$ cat config.mk
export PLATFORM = sky130hd
export DESIGN_NAME = skid_fifo_pipe_flat
export DESIGN_NICKNAME = d
export VERILOG_FILES = /design/src/rtl/skid_fifo_pipe_if.sv /design/src/rtl/skid_fifo_pipe.sv /design/src/flat_wrapper.sv
export SDC_FILE = /design/constraint.sdc
export NUM_CORES = 1
export LEC_CHECK = 0
export ABC_AREA = 1
export BUFFER_PORTS_ARGS = -buffer_cell sky130_fd_sc_hd__buf_2
export CELL_PAD_IN_SITES_DETAIL_PLACEMENT = 1
export CELL_PAD_IN_SITES_GLOBAL_PLACEMENT = 2
export CORE_MARGIN = 2
export CORE_UTILIZATION = 30
export DETAILED_ROUTE_END_ITERATION = 12
export PLACE_DENSITY = 0.77
export REMOVE_ABC_BUFFERS = 1
export SYNTH_ARGS = -nofsm -noshare
export SYNTH_HDL_FRONTEND = slang
export SYNTH_SLANG_ARGS = --single-unit
$ cat constraint.sdc
create_clock -name clk -period 1.9 [get_ports clk]
set_input_delay 0.57 -clock clk [delete_from_list [all_inputs] [get_ports clk]]
set_output_delay 0.57 -clock clk [all_outputs]
set_load 0.02 [all_outputs]
$ cat src/rtl/skid_fifo_pipe_if.sv
// Handshake bundle for skid_fifo_pipe: upstream valid/ready/data, downstream
// valid/ready/data, flush control and occupancy status.
interface skid_fifo_pipe_if #(
    parameter int WIDTH = 1,
    parameter int DEPTH = 2
);
    localparam int CW = $clog2(DEPTH + 2);

    logic             valid_i;
    logic             ready_i;
    logic [WIDTH-1:0] data_i;
    logic             valid_o;
    logic             ready_o;
    logic [WIDTH-1:0] data_o;
    logic             flush_i;
    logic [CW-1:0]    count_o;
    logic             afull_o;

    // Side that drives the pipe: produces upstream beats, consumes downstream ones.
    modport master (
        output valid_i, data_i, ready_o, flush_i,
        input  ready_i, valid_o, data_o, count_o, afull_o
    );

    // The pipe stage itself.
    modport slave (
        input  valid_i, data_i, ready_o, flush_i,
        output ready_i, valid_o, data_o, count_o, afull_o
    );
endinterface

$ cat src/rtl/skid_fifo_pipe.sv
// Registered-ready pipe stage: one output register backed by a DEPTH-entry
// circular FIFO, with synchronous flush, occupancy count and almost-full flag.
module skid_fifo_pipe #(
    parameter int WIDTH    = 1,
    parameter int DEPTH    = 2,
    parameter int AFULL_TH = DEPTH
) (
    input  logic              clk,
    input  logic              rstN,
    skid_fifo_pipe_if.slave   bus
);
    localparam int CW = $clog2(DEPTH + 2);
    localparam int PW = (DEPTH > 1) ? $clog2(DEPTH) : 1;

    localparam logic [PW-1:0] PTR_LAST = PW'(DEPTH - 1);
    localparam logic [CW-1:0] DEPTH_C  = CW'(DEPTH);
    localparam logic [CW-1:0] AFULL_C  = CW'(AFULL_TH);

    if (DEPTH < 1 || AFULL_TH < 1 || AFULL_TH > DEPTH + 1) begin : g_bad_params
        $error("skid_fifo_pipe: illegal DEPTH/AFULL_TH combination");
    end

    logic             valid_q;
    logic [WIDTH-1:0] data_q;
    logic [WIDTH-1:0] mem [DEPTH];
    logic [PW-1:0]    head_q;
    logic [PW-1:0]    tail_q;
    logic [CW-1:0]    bcnt_q;
    logic             ready_q;
    logic [CW-1:0]    count_q;
    logic             afull_q;

    logic             push;
    logic             refill;
    logic             drain;
    logic             load_in;
    logic             wr;
    logic             valid_n;
    logic [CW-1:0]    bcnt_n;
    logic [CW-1:0]    count_n;
    logic [PW-1:0]    head_n;
    logic [PW-1:0]    tail_n;

    // Output register takes the backup head first so ordering stays FIFO;
    // only an empty backup lets the incoming beat bypass straight to data_o.
    always_comb begin
        push    = bus.valid_i && ready_q;
        refill  = !valid_q || bus.ready_o;
        drain   = refill && (bcnt_q != '0);
        load_in = refill && !drain && push;
        wr      = push && !load_in;
        valid_n = refill ? (drain || push) : valid_q;
        bcnt_n  = bcnt_q + CW'(wr) - CW'(drain);
        count_n = CW'(valid_n) + bcnt_n;
        head_n  = head_q;
        tail_n  = tail_q;
        if (drain) begin
            head_n = (head_q == PTR_LAST) ? '0 : head_q + PW'(1);
        end
        if (wr) begin
            tail_n = (tail_q == PTR_LAST) ? '0 : tail_q + PW'(1);
        end
    end

    always_ff @(posedge clk or negedge rstN) begin
        if (!rstN) begin
            valid_q <= 1'b0;
            data_q  <= '0;
            head_q  <= '0;
            tail_q  <= '0;
            bcnt_q  <= '0;
            ready_q <= 1'b0;
            count_q <= '0;
            afull_q <= 1'b0;
        end else if (bus.flush_i) begin
            valid_q <= 1'b0;
            head_q  <= '0;
            tail_q  <= '0;
            bcnt_q  <= '0;
            ready_q <= 1'b1;
            count_q <= '0;
            afull_q <= 1'b0;
        end else begin
            valid_q <= valid_n;
            if (drain) begin
                data_q <= mem[head_q];
            end else if (load_in) begin
                data_q <= bus.data_i;
            end
            head_q  <= head_n;
            tail_q  <= tail_n;
            bcnt_q  <= bcnt_n;
            // Space for one more beat under the worst case of no pop next cycle.
            ready_q <= (bcnt_n < DEPTH_C);
            count_q <= count_n;
            afull_q <= (count_n >= AFULL_C);
        end
    end

    // Backup storage carries no reset; contents are meaningful only below bcnt.
    always_ff @(posedge clk) begin
        if (wr && !bus.flush_i) begin
            mem[tail_q] <= bus.data_i;
        end
    end

    assign bus.ready_i = ready_q;
    assign bus.valid_o = valid_q;
    assign bus.data_o  = data_q;
    assign bus.count_o = count_q;
    assign bus.afull_o = afull_q;
endmodule

$ cat src/flat_wrapper.sv
// flat-port wrapper written by rule: the top's interface ports become plain ports
module skid_fifo_pipe_flat 
#(
    parameter int WIDTH    = 1,
    parameter int DEPTH    = 2,
    parameter int AFULL_TH = DEPTH
)
  (clk, rstN, bus_valid_i, bus_data_i, bus_ready_o, bus_flush_i, bus_ready_i, bus_valid_o, bus_data_o, bus_count_o, bus_afull_o);
  skid_fifo_pipe_if #(.WIDTH(WIDTH), .DEPTH(DEPTH)) bus_i ();
  input  logic clk;
  input  logic rstN;
  input wire logic [$bits(bus_i.valid_i)-1:0] bus_valid_i;
  input wire logic [$bits(bus_i.data_i)-1:0] bus_data_i;
  input wire logic [$bits(bus_i.ready_o)-1:0] bus_ready_o;
  input wire logic [$bits(bus_i.flush_i)-1:0] bus_flush_i;
  output wire logic [$bits(bus_i.ready_i)-1:0] bus_ready_i;
  output wire logic [$bits(bus_i.valid_o)-1:0] bus_valid_o;
  output wire logic [$bits(bus_i.data_o)-1:0] bus_data_o;
  output wire logic [$bits(bus_i.count_o)-1:0] bus_count_o;
  output wire logic [$bits(bus_i.afull_o)-1:0] bus_afull_o;
  assign bus_i.valid_i = bus_valid_i;
  assign bus_i.data_i = bus_data_i;
  assign bus_i.ready_o = bus_ready_o;
  assign bus_i.flush_i = bus_flush_i;
  assign bus_ready_i = bus_i.ready_i;
  assign bus_valid_o = bus_i.valid_o;
  assign bus_data_o = bus_i.data_o;
  assign bus_count_o = bus_i.count_o;
  assign bus_afull_o = bus_i.afull_o;
  skid_fifo_pipe #(.WIDTH(WIDTH), .DEPTH(DEPTH), .AFULL_TH(AFULL_TH)) u_core (.clk(clk), .rstN(rstN), .bus(bus_i));
endmodule
* Word-level counts from Yosys, hierarchy flattened *
Memories as Yosys holds them, arrays and structs flattened.
Cells that the tools add are included.

word-level totals
  flip-flop bits (word level) = 10
  RAM bits = 2
  bits of input ports = 6
  output and inout port bits = 6
  memories kept = 1

cells by class
  $add $sub $neg = 5
  $lt $le $gt $ge = 2
  mux-type cells = 16
  bitwise logic cells = 1
  reductions and logical operators = 17

memories
  name        words  bits a word  read ports  clocked after memory_dff  wr ports  RTL line              text
  u_core.mem  2      1            1           0                         1         skid_fifo_pipe.sv:25  logic [WIDTH-1:0] mem [DEPTH];

operators by type and width
  kind                                                       number
  2-to-1 mux 1 bit                                           14
  nonzero test 2 bit                                         4
  logical AND 1 bit                                          6
  zero test 1 bit                                            4
  2-to-1 mux 2 bit                                           2
  adder 1 bit (second input constant)                        2
  adder 1 x 2 -> 2 bit                                       1
  adder 2 x 1 -> 2 bit                                       1
  greater-or-equal comparator 2 bit (second input constant)  1
  logical OR 1 bit                                           2
  less-than comparator 2 bit (second input constant)         1
  AND reduction 2 bit                                        1
  subtractor 2 x 1 -> 2 bit                                  1
  inverter 1 bit                                             1

* Logic depth before layout (Yosys ltp) *
  word-level depth = 13
  depth in mapped cells = 10
  gate-level depth less buffers = 10

* Worst setup path after synthesis *
OpenSTA, ideal clock, no wires.

  path type = input port to flip-flop
  start point = input port bus_ready_o
  end point = register u_core.afull_q, in the netlist u_core.bus.afull_o
  setup time = 71 ps
  data arrival time = 1579 ps
  data required time = 1829 ps
  setup slack = 249 ps
  stages on the path = 9
  path through = inv_1 nand2_1 nand3_1 o21ai_0 ha_1 ha_1 nand3_1 nand2_1 nor2_1

between the ends
  word-level cells in the longest chain between the ends = 12

ends and longest elaborated chain
  what                                 RTL line              text
  start: declaration                   flat_wrapper.sv:14    input wire logic [$bits(bus_i.ready_o)-1:0] bus_ready_o;
  logical OR 1 bit *                   skid_fifo_pipe.sv:48  refill = !valid_q || bus.ready_o;
  logical AND 1 bit                    skid_fifo_pipe.sv:49  drain = refill && (bcnt_q != '0);
  zero test 1 bit                      skid_fifo_pipe.sv:50  load_in = refill && !drain && push;
  logical AND 1 bit (2 in series)      skid_fifo_pipe.sv:50
  zero test 1 bit                      skid_fifo_pipe.sv:51  wr = push && !load_in;
  logical AND 1 bit                    skid_fifo_pipe.sv:51
  adder 2 x 1 -> 2 bit                 skid_fifo_pipe.sv:53  bcnt_n = bcnt_q + CW'(wr) - CW'(drain);
  subtractor 2 x 1 -> 2 bit            skid_fifo_pipe.sv:53
  adder 1 x 2 -> 2 bit *               skid_fifo_pipe.sv:54  count_n = CW'(valid_n) + bcnt_n;
  greater-or-equal comparator 2 bit *  skid_fifo_pipe.sv:96  afull_q <= (count_n >= AFULL_C);
  2-to-1 mux 1 bit *                   skid_fifo_pipe.sv:75  end else if (bus.flush_i) begin
  end signal: assignment               skid_fifo_pipe.sv:96
  end: declaration                     skid_fifo_pipe.sv:31  logic afull_q;

Mark *: on every way between the ends. The rest lies on a longest branch, timed or not.
A chain may end at the register's enable or synchronous reset.

* Worst setup path after layout *
  start point = register u_core.bcnt_q[0]
  end point = register u_core.count_q[1], in the netlist u_core.bus.count_o[1]

between the ends
  word-level cells in the longest chain between the ends = 11

ends and longest elaborated chain
  what                             RTL line              text
  start: declaration               skid_fifo_pipe.sv:28  logic [CW-1:0] bcnt_q;
  start signal: assignment         skid_fifo_pipe.sv:92  bcnt_q <= bcnt_n;
  nonzero test 2 bit               skid_fifo_pipe.sv:49
  logical AND 1 bit                skid_fifo_pipe.sv:49
  zero test 1 bit                  skid_fifo_pipe.sv:50
  logical AND 1 bit (2 in series)  skid_fifo_pipe.sv:50
  zero test 1 bit                  skid_fifo_pipe.sv:51
  logical AND 1 bit                skid_fifo_pipe.sv:51
  adder 2 x 1 -> 2 bit             skid_fifo_pipe.sv:53
  subtractor 2 x 1 -> 2 bit        skid_fifo_pipe.sv:53
  adder 1 x 2 -> 2 bit *           skid_fifo_pipe.sv:54
  2-to-1 mux 2 bit *               skid_fifo_pipe.sv:75
  end signal: assignment           skid_fifo_pipe.sv:95  count_q <= count_n;
  end: declaration                 skid_fifo_pipe.sv:30  logic [CW-1:0] count_q;

Marks and branches as above.

==> metrics.cfg <==
[run_status]
status = finished clean

[floorplanning]
die_w_um = 47.9
die_y_um = 47.9
fp-row-count = 15
io_pins = 12
initial_core_util_pct = 32.7
core_um2 = 1760
die_area_um2 = 2290

[timing]
fin_skew_ns = 0.00365
rsz0062_at_grt = no
setup_ws_ns = 0.256
finalSetupTns_ns = 0
final-max-slew-violation-count = 0
hold_viol = 0
layout_min_cycle_time_ns = 1.64
min_period_over_period_pct = 86.5
slew_headroom_pct = 84.0
setup_viol = 0
max_freq_ghz = 0.608
tightest_slew_ns = 0.240

[global_routing]
antenna_found_initial = 0
grt_util_all_layers_pct = 12.5
grt_first_pass_wirelength_um = 1940
grt_max_degree = 11
grt_pass1_vias = 480
grt-ovfl-total = 0

[worst_setup_path]
reg2reg_to = u_core.bus.count_o[1]
critPathCaptureType = flop
reg2reg_from = u_core.bcnt_q[0]
start_kind = flop
worstPathMaxFanout = 4
rr_worst_depth = 9
critPathKind = flop to flop
crit_arrival_ns = 1.85
path_delay_family = simple AND/OR/NAND/NOR gates
crit_buf_inv = 1
path_cells = inv_1, nand2_2, nor2_2, nor2_4, ha_1, ha_1, nand3_1, nand2_1, nor2_1
slowest_stage = dfrtp_1
required_ns = 2.10
cpPeakStageDelay_ns = 0.38
reg2reg_slack_ns = 0.26
worst_path_most_repeated_cell = ha_1

[final_layout]
drive_above_1_share_pct = 28.6
area_growth_syn_to_layout_pct = 23.4
fin_nets = 93
final_util_pct = 40.4
n_antenna_cell = 0
final_cell_mix = 15 x nand2_1, 11 x buf_2, 10 x inv_1, 10 x dfrtp_1, 8 x nor2_1
layoutNonFillerInstCount = 109
layout_commonest_cell = nand2_1

[synthesis]
synth_area_leaders = dfrtp_1 43%, edfxtp_1 10%, nand2_1 9.8%
yosysSeqAreaShare_pct = 53.8
yosys_register_bits = 12
synth.top_cell.area_share_pct = 43.4
yosysTopAreaCell = dfrtp_1
ys_types = 17
syn_inst = 66
syn_area_per_cell_um2 = 8.74
ys_warn_count = 0
syn_area_um2 = 577

[placement]
dp_cells = 105
dp_hpwl_um = 982
gp_congestion = 0.693
dp_slack_ns = 0.0221
portBuffers = 11

[job]
drv_cap = 0

[clock_network]
cts_tree = built
clk_pin_slew_worst_paths_ns = 0.08
ctsHoldBuffers = 0
clock_path_buffers = 2
post_cts_buffers = 0
clock-sinks = 12
clk_latency_ns = 0.26
cts_buffers = 3
htree_levels = 1
cts-root-buf = clkbuf_4
cts_resized = 0

[worst_hold_path]
hold_path.class = input port to asynchronous set/reset pin

[routing]
drtPass1Iterations = 1
wl_um = 1170
ant_nets = 0
vias_per_cell = 4.43
drc = 0
vias = 483
wl_per_cell_um = 10.7
drt_iter0_drc = 0

[power_and_ir_drop]
peakVddDrop_mv = 0.426
p_leak_nw = 0.385
powerDensity_nw_per_um2 = 711

worst max path at each step:
| stage | end | cells past startpoint | slack (ns) | from |
|---|---|---|---|---|
| floorplan | u_core.bus.afull_o | 9 | 0.25 | bus_ready_o |
| global placement | u_core.bus.afull_o | 10 | 0.05 | bus_ready_o |
| detailed placement | u_core.bus.afull_o | 10 | 0.02 | bus_ready_o |
| CTS | u_core.bus.afull_o | 9 | 0.24 | u_core.bcnt_q[0] |
| global route | u_core.bus.afull_o | 9 | 0.07 | u_core.bcnt_q[0] |
| finish | u_core.bus.count_o[1] | 9 | 0.26 | u_core.bcnt_q[0] |
worst register-to-register path, delay by kind of cell, from the launching register on:
family	cells	cell delay (ns)
AND/OR/NAND/NOR	6	0.58
adder cells (fa/ha/maj)	2	0.51
flip-flops	1	0.38
buffers and inverters	1	0.12
metrics by stage:
stage | total power (W) | area [um2] | hold slack [ns]
final | 0.000506 | 712 | 0.153
after global routing | 0.000544 | 712 | 0.143
after CTS | 0.000518 | 712 | 0.159
after detailed placement | 0.000357 | 686 | 0.454
after global placement | 0.000355 | 686 | 0.452
after floorplan | 0.000326 | 577 | 0.274
metal layers:
layer,track usage (%),vias to the layer above,share of wire [%]
met5,0,-,0
met4,6.49,0,0
met3,2.26,0,2.3
met2,20.5,5,51
met1,15.5,233,47
li1,-,245,-
registers in the layout, summed over array words and instances (netlist names):
signal              count
u_core.bcnt_q           2
u_core.bus.count_o      2
u_core.mem              2
u_core.bus.afull_o      1
u_core.bus.data_o       1
u_core.bus.ready_i      1
u_core.bus.valid_o      1
u_core.head_q           1
u_core.tail_q           1
cells in the mapped netlist:
cell       n
o22ai_2    1
nand2_2    2
o21ai_0    2
nand3_1    6
edfxtp_1   2
nor2_2     2
o21bai_1   1
nor2_1     8
nor3_1     1
a21oi_1    1
inv_1     10
nor2_4     1
dfrtp_1   10
ha_1       2
o31ai_1    1
inv_2      1
nand2_1   15
cells by family after synthesis:
family | synth area share, %
adder cells (fa/ha/maj) | 4.34
flip-flops | 53.8
AO/OA/AOI/OAI | 7.38
AND/OR/NAND/NOR | 27.3
buffers and inverters | 7.16
cell type report:
cell class                 instances  area [um2]
tap                               25        31.3
clock inverter                     1        3.75
multi-input combinational         43         225
sequential                        12         310
inverter                          11        41.3
timing repair buffer              14        77.6
clock buffer                       3        22.5
fill                             240        1050
report_power, final:
group	total, W	internal (W)	switching [W]
Combinational	0.0000713	0.0000255	0.0000458
Sequential	0.000278	0.000273	0.00000533
Clock	0.000157	0.0000758	0.0000813
Total	0.000506	0.000374	0.000132
No activity file was read; power rests on OpenSTA's default activity.
